$ cat config.mk
export PLATFORM = sky130hd
export DESIGN_NAME = stage1_match_ctrl
export DESIGN_NICKNAME = d
export VERILOG_FILES = /design/src/rtl/stage1_match_ctrl.sv
export SDC_FILE = /design/constraint.sdc
export NUM_CORES = 1
export LEC_CHECK = 0
export CORE_MARGIN = 1.5
export CORE_UTILIZATION = 48
export CTS_BUF_LIST = sky130_fd_sc_hd__clkbuf_4 sky130_fd_sc_hd__clkbuf_8 sky130_fd_sc_hd__clkbuf_16
export DETAILED_ROUTE_END_ITERATION = 6
export PLACE_DENSITY = 0.85
export SYNTH_ARGS = -nofsm -noshare
export SYNTH_HDL_FRONTEND = slang
export SYNTH_SLANG_ARGS = --single-unit
$ cat constraint.sdc
create_clock -name i_clk -period 8.83 [get_ports i_clk]
set_input_delay 1.3245 -clock i_clk [delete_from_list [all_inputs] [get_ports i_clk]]
set_output_delay 1.3245 -clock i_clk [all_outputs]
set_load 0.05 [all_outputs]
$ cat src/rtl/stage1_match_ctrl.sv
// stage1_match_ctrl
//   Sequencer for the stage-1 compression matching datapath. It accepts one
//   block of i_block_len beats from a valid/ready source and clears the
//   dictionary at block start. Each accepted beat is held on o_word until
//   stage 2 consumes the match results. Each consumed beat writes the
//   dictionary exactly once. Block completion is flagged with a one-cycle
//   o_done pulse.
//
// Ports
//   i_clk, i_reset       clock, asynchronous active-high reset
//   i_start, i_block_len block start pulse and length (sampled in IDLE only)
//   i_valid, o_ready     source beat handshake, i_data is the source beat
//   o_word               registered beat presented to the matching stage
//   o_dict_wr_en         dictionary write enable (one per consumed beat)
//   o_dict_clear         one-cycle synchronous dictionary clear
//   i_dict_full          dictionary full status (informational only)
//   o_valid, i_ready     result handshake towards stage 2, o_last marks final beat
//   o_busy, o_done       activity flag and block-complete pulse
//   o_beat_count         beats consumed downstream in the current block
//
// state | meaning
// IDLE  | waiting for i_start
// CLEAR | dictionary clear cycle, beat counter reset
// RUN   | accepting beats until the final beat is taken
// DRAIN | final beat held until stage 2 consumes it
// DONE  | one-cycle completion pulse
module stage1_match_ctrl #(
    parameter int DATA_WIDTH = 64,
    parameter int LEN_W      = 16
) (
    input  logic                  i_clk,
    input  logic                  i_reset,
    input  logic                  i_start,
    input  logic [LEN_W-1:0]      i_block_len,
    input  logic                  i_valid,
    output logic                  o_ready,
    input  logic [DATA_WIDTH-1:0] i_data,
    output logic [DATA_WIDTH-1:0] o_word,
    output logic                  o_dict_wr_en,
    output logic                  o_dict_clear,
    input  logic                  i_dict_full,
    output logic                  o_valid,
    input  logic                  i_ready,
    output logic                  o_last,
    output logic                  o_busy,
    output logic                  o_done,
    output logic [LEN_W-1:0]      o_beat_count
);

    typedef enum logic [2:0] {
        IDLE  = 3'd0,
        CLEAR = 3'd1,
        RUN   = 3'd2,
        DRAIN = 3'd3,
        DONE  = 3'd4
    } state_t;

    state_t           state;
    state_t           state_next;
    logic [LEN_W-1:0] remaining;
    logic             transfer;
    logic             consume;

    // Dictionary fullness is owned by the matching stage; it is deliberately
    // not part of any handshake so FIFO wrap never stalls the block.
    logic unused_full;
    assign unused_full = i_dict_full;

    always_comb begin
        state_next   = state;
        o_ready      = 1'b0;
        o_busy       = (state != IDLE);
        consume      = o_valid && i_ready;
        o_dict_wr_en = consume;

        if (state == RUN)
            o_ready = (remaining != '0) && (!o_valid || i_ready);
        transfer = i_valid && o_ready;

        case (state)
            IDLE:    if (i_start) state_next = CLEAR;
            CLEAR:   state_next = (remaining != '0) ? RUN : DONE;
            RUN:     if (transfer && remaining == LEN_W'(1)) state_next = DRAIN;
            DRAIN:   if (consume) state_next = DONE;
            DONE:    state_next = IDLE;
            default: state_next = IDLE;
        endcase
    end

    always_ff @(posedge i_clk or posedge i_reset) begin
        if (i_reset) begin
            state        <= IDLE;
            remaining    <= '0;
            o_word       <= '0;
            o_valid      <= 1'b0;
            o_last       <= 1'b0;
            o_done       <= 1'b0;
            o_dict_clear <= 1'b0;
            o_beat_count <= '0;
        end else begin
            state        <= state_next;
            // Registered so they are high exactly while in CLEAR / DONE.
            o_dict_clear <= (state_next == CLEAR);
            o_done       <= (state_next == DONE);

            if (state == IDLE && i_start)
                remaining <= i_block_len;

            if (transfer) begin
                o_word    <= i_data;
                o_valid   <= 1'b1;
                remaining <= remaining - LEN_W'(1);
                o_last    <= (remaining == LEN_W'(1));
            end else if (consume) begin
                o_valid <= 1'b0;
            end

            if (state == CLEAR)
                o_beat_count <= '0;
            else if (consume && o_beat_count != '1)
                o_beat_count <= o_beat_count + LEN_W'(1);
        end
    end

endmodule
* After elaboration in Yosys (flattened, before gate mapping) *
Cells that the tools add are included.

word-level totals
  register bits = 103

cells by class
  reductions and logical operators = 14
  muxes and demuxes = 12
  equality and inequality tests = 7
  add/sub/neg operators = 2

operators by type and width
  kind                                                  number
  2-to-1 mux 16 bit                                     4
  adder 16 x 1 -> 16 bit, second input constant         1
  equality test 16 x 1 -> 1 bit, second input constant  1
  != test 16 bit, second input constant                 1
  nonzero test 16 bit                                   1
  subtractor 16 x 1 -> 16 bit, second input constant    1
  2-to-1 mux 3 bit                                      4
  case mux 3 bit (4 select lines)                       1
  equality test 3 x 1 -> 1 bit, second input constant   2
  equality test 3 x 2 -> 1 bit, second input constant   2
  logical AND 1 bit                                     6
  nonzero test 2 bit                                    3
  equality test 3 bit, second input constant            1
  zero test 3 bit                                       1
  2-to-1 mux 1 bit                                      3
  nonzero test 3 bit                                    1
  zero test 1 bit                                       1
  logical OR 1 bit                                      1

* Logic depth before layout (Yosys ltp) *
  depth in word-level cells = 9
  depth in mapped cells = 10

* Worst setup path after synthesis *
Ideal clock, no wire load.

  path kind = in2out
  start = in i_ready
  end = out o_ready
  required time = 7,506 ps
  arrival = 3,014 ps
  cell stages on the path = 3
  slack = 4,491 ps
  cell sequence = nand2b_1 nand2_1 nor4_1

between the ends
  word-level cells in the longest chain between the ends = 3

ends and longest elaborated chain
  element             RTL line  text
  start: declaration  43        input logic i_ready,
  logical OR 1 bit    77        o_ready = (remaining != '0) && (!o_valid || i_ready);
  logical AND 1 bit   77
  2-to-1 mux 1 bit    76        if (state == RUN)
  end: declaration    36        output logic o_ready,

No other way between the ends.

* Worst setup path after layout *
  start = reg remaining[0]
  end = out o_ready

between the ends
  word-level cells in the longest chain between the ends = 3

ends and longest elaborated chain
  element                   RTL line  text
  start: declaration        60        logic [LEN_W-1:0] remaining;
  start signal: assignment  107       remaining <= i_block_len;
  start signal: assignment  112       remaining <= remaining - LEN_W'(1);
  nonzero test 16 bit       77
  logical AND 1 bit         77
  2-to-1 mux 1 bit          76

No other way between the ends.

==> summary.md <==
| Metric | Value |
|---|---|
| Die Area | 10100 um2 |
| Final hold vios | 0 |
| Pins Over Slew Limit | 0 |
| Max VDD drop | 211 uV |
| Cells after synthesis | around 510 |
| Hold Path Origin | o_word[48] |
| Post-place instance area | 6340 um2 |
| PortBufs | between 150 and 200 |
| First-pass GRT wire length | 19.2 mm |
| Hold Crit Class | reg -> reg |
| Post-synthesis cell type count | 47 |
| Worst-case hold slack | ~0.48 ns |
| Area Growth Syn to Fin | 42.5% |
| Leak pwr | approximately 0.0030 uW |
| DP Wirelength | 8.63 mm |
| Crit path max fanout | 8 |
| Peak Freq | 0.216 GHz |
| Initial Util | between 40 and 50% |
| Sw power | about 1200 uW |
| Reg2Reg Launch Point | remaining[0] |
| Layout Skew | 0.0151 ns |
| Total CTS buffers | 9 |
| Arrival time worst endpoint | 3.31 ns |
| Vias per cell | approximately 5.2 |
| Footprint of the multi-input gates | between 1500 and 2000 um2 |
| Final Cell Area | between 6000 and 7000 um2 |
| Proportion of layout cells with a drive suffix above 1 | ~4.6% |
| Reg2Reg Depth | 8 |
| Reg power frac | between 30% and 40% |
| Sequential-to-total area share from yosys stat | between 50% and 60% |
| Setup Fix Bufs, Post-CTS | 0 |
| Row cnt | 35 |
| CP cell instances | inv_1 -> ha_1 -> or4b_1 -> nor4b_1 -> nor4_1 -> clkdlybuf4s50_1 |
| Vias in the first global route | 4063 |
| P per Cell Area | roughly 380 nW/um2 |
| Max-Cap Viols | 0 |
| Setup TNS | 0 ns |
| DR iter-0 viols | roughly 200 |
| Sink Count | approximately 100 |
| Post-synth EDFFs | 0 |
| Relative slew slack | a little over two fifths |
| Worst Hold End | o_word[48] |
| Hold depth | 2 |
| Pre-antenna DRT Iters | 5 |
| Hold-fix buffers, CTS | 0 |
| RePlAce Congestion | between 0.8 and 0.9 |
| Yosys warnings | 0 |
| Overflow after GRT | 0 |
| H-tree levels | 3 |
| Final wirelength | between 10 and 15 mm |
| Io pins | 173 |
| # setup viols final | 0 |
| Layout fillers | 708 |
| Clock tree buffer depth | 2 |
| Clk pwr share | 11.0% |
| Antenna Nets Post-Route | 0 |
| Vias | between 4000 and 5000 |
| Comb power frac | 56.2% |
| Post-route DRC | 0 |
| Total GRT Usage | about a quarter |
| Die W | ~100 um |
| Critical path class | reg -> out |
| Setup slack, reg-to-reg | roughly 5.5 ns |
| RSZ-0062 raised after global routing | false |
| Synth Net Count | 597 |
| Tcrit/Tclk final | between 50% and 60% |
| Core footprint | 9240 um2 |
| Clock slew at reported path FFs | about 0.09 ns |
| Post-CTS sizing | 0 |
| Status | complete, no violations |
| Average wire per standard cell | ~15 um |
| Main synth FF type | dfrtp_1 |
| Min Tclk post-route | roughly 4.6 ns |
| Critical path's largest stage delay | approximately 0.8 ns |
| Avg Cell Area, Syn | between 9 and 10 um2 |
| # nets final | approximately 760 |
| Worst-margin pin slew | approximately 0.85 ns |
| Root buf cell | clkbuf_8 |
| Worst setup SP type | register |
| Commonest non-fill, non-tap cell in the layout | nand2_1 |
| PnR Total Power | 2450 uW |
| Crit-path slowest cell | nor4b_1 |
| Diode count | 0 |
| Synth async-reset ratio | 100% |
| Area of the mapped netlist | 4570 um2 |
| Worst EP required | between 7 and 8 ns |
| Yosys reg bits | slightly above 100 |
| Largest net degree at the start of global routing | a little over 60 |
| Chip Height | about 100 um |
| Sw frac | between 50% and 60% |
| Pint | around 1200 uW |
| Storage cell area | 2580 um2 |
| Antenna violations before repair | 0 |
| CTS tree | built |
| Worst-skew pair later-pin latency | between 0.3 and 0.4 ns |
| Commonest cells after routing, fill and taps aside | nand2_1 (217), clkdlybuf4s50_1 (171), dfrtp_1 (103) |
| Reg-to-reg endpoint | remaining[3] |
| Critical Path Sink Type | primary output |
worst max-delay path, delay by kind of cell, from the launching register on:
| family | cells | cell delay [ns] |
|---|---|---|
| buf+inv | 2 | 0.83 |
| simple gates | 3 | 1.51 |
| fa+ha+maj | 1 | 0.20 |
| flops | 1 | 0.42 |
layer usage:
metal	wire, um	track usage, %	vias to the layer above	part of all wire [%]
li1	-	-	2006	-
met1	4830	29.9	2028	41
met2	5950	39.7	148	50
met3	804	6.38	18	6.8
met4	257	10.2	0	2.2
met5	0	0	-	0
kinds of logic (layout without fill, tap and decap cells):
group                      after synthesis  after routing  share of synthesized area [%]
adders and majority gates                3              3                          0.821
DFF                                    103            103                           56.3
AOI/OAI and AO/OA                       51             51                           7.77
buffers and inverters                   34            201                           3.97
muxes                                    1              1                          0.219
xor gates and xnor gates                 8              8                           1.53
and+or+nand+nor                        308            308                           29.3
cells in the mapped netlist (all sizes together) (2+ instances only):
cell type	number	area share (%)
or2	5	0.68
o311ai	3	0.57
nor4b	2	0.38
xnor2	6	1.1
nor2	23	1.9
or4b	3	0.74
a211oi	3	0.49
a311oi	3	0.57
buf	10	2.0
o22ai	2	0.27
o211ai	10	1.6
nand3	12	1.3
nand2b	5	0.68
or3	6	0.82
a31oi	3	0.41
and3b	2	0.38
ha	3	0.82
dfrtp	103	56
o21ai	8	0.88
nor3	10	1.2
nor2b	2	0.27
and4	2	0.38
nor4	9	1.2
xor2	2	0.38
nand2	218	18
o311a	2	0.44
clkbuf	14	1.2
a211o	2	0.38
nor3b	2	0.33
inv	10	0.82
a21oi	10	1.1
nand4	4	0.55
registers in the layout, indices dropped and copies added (netlist names):
signal and cells:
o_beat_count 16, o_dict_clear 1, o_done 1, o_last 1
o_valid 1, o_word 64, remaining 16, state 3
power groups by stage:
| stage | Combinational, uW | Sequential [uW] | Clock (uW) |
|---|---|---|---|
| 6_report | 1380 | 804 | 270 |
| 5_1_grt | 1460 | 830 | 298 |
| 4_1_cts | 1390 | 801 | 280 |
| 3_5_place_dp | 1380 | 807 | 0 |
| 3_3_place_gp | 1350 | 796 | 0 |
| 2_1_floorplan | 413 | 1320 | 0 |
worst max path at each step:
| stage | start | end | slack [ns] | cells past startpoint |
|---|---|---|---|---|
| 2_1_floorplan | i_ready | o_ready | 4.49 | 3 |
| 6_report | remaining[0] | o_ready | 4.19 | 6 |
| 5_1_grt | remaining[0] | o_ready | 4.06 | 6 |
| 3_5_place_dp | i_ready | o_ready | 4.28 | 5 |
| 3_3_place_gp | i_ready | o_ready | 4.29 | 5 |
| 4_1_cts | remaining[0] | o_ready | 4.20 | 6 |
area by class of cell:
type                            count  share of cell area, %
Timing Repair Buffer              175                   26.7
Clock inverter                      6                  0.691
Multi-Input combinational cell    371                   28.0
Inverter                           10                  0.614
Sequential cell                   103                   39.5
Clock buffer                       10                   2.01
Tap cell                          129                   2.48
stage by stage:
step	cells	setup slack, ns	utilization [%]
final	804	4.19	70.6
after global routing	804	4.06	70.6
after CTS	804	4.20	70.6
after detailed placement	788	4.28	68.7
after global placement	788	4.29	68.7
after floorplan	508	4.49	-
Power figures use the tool's default switching activity.
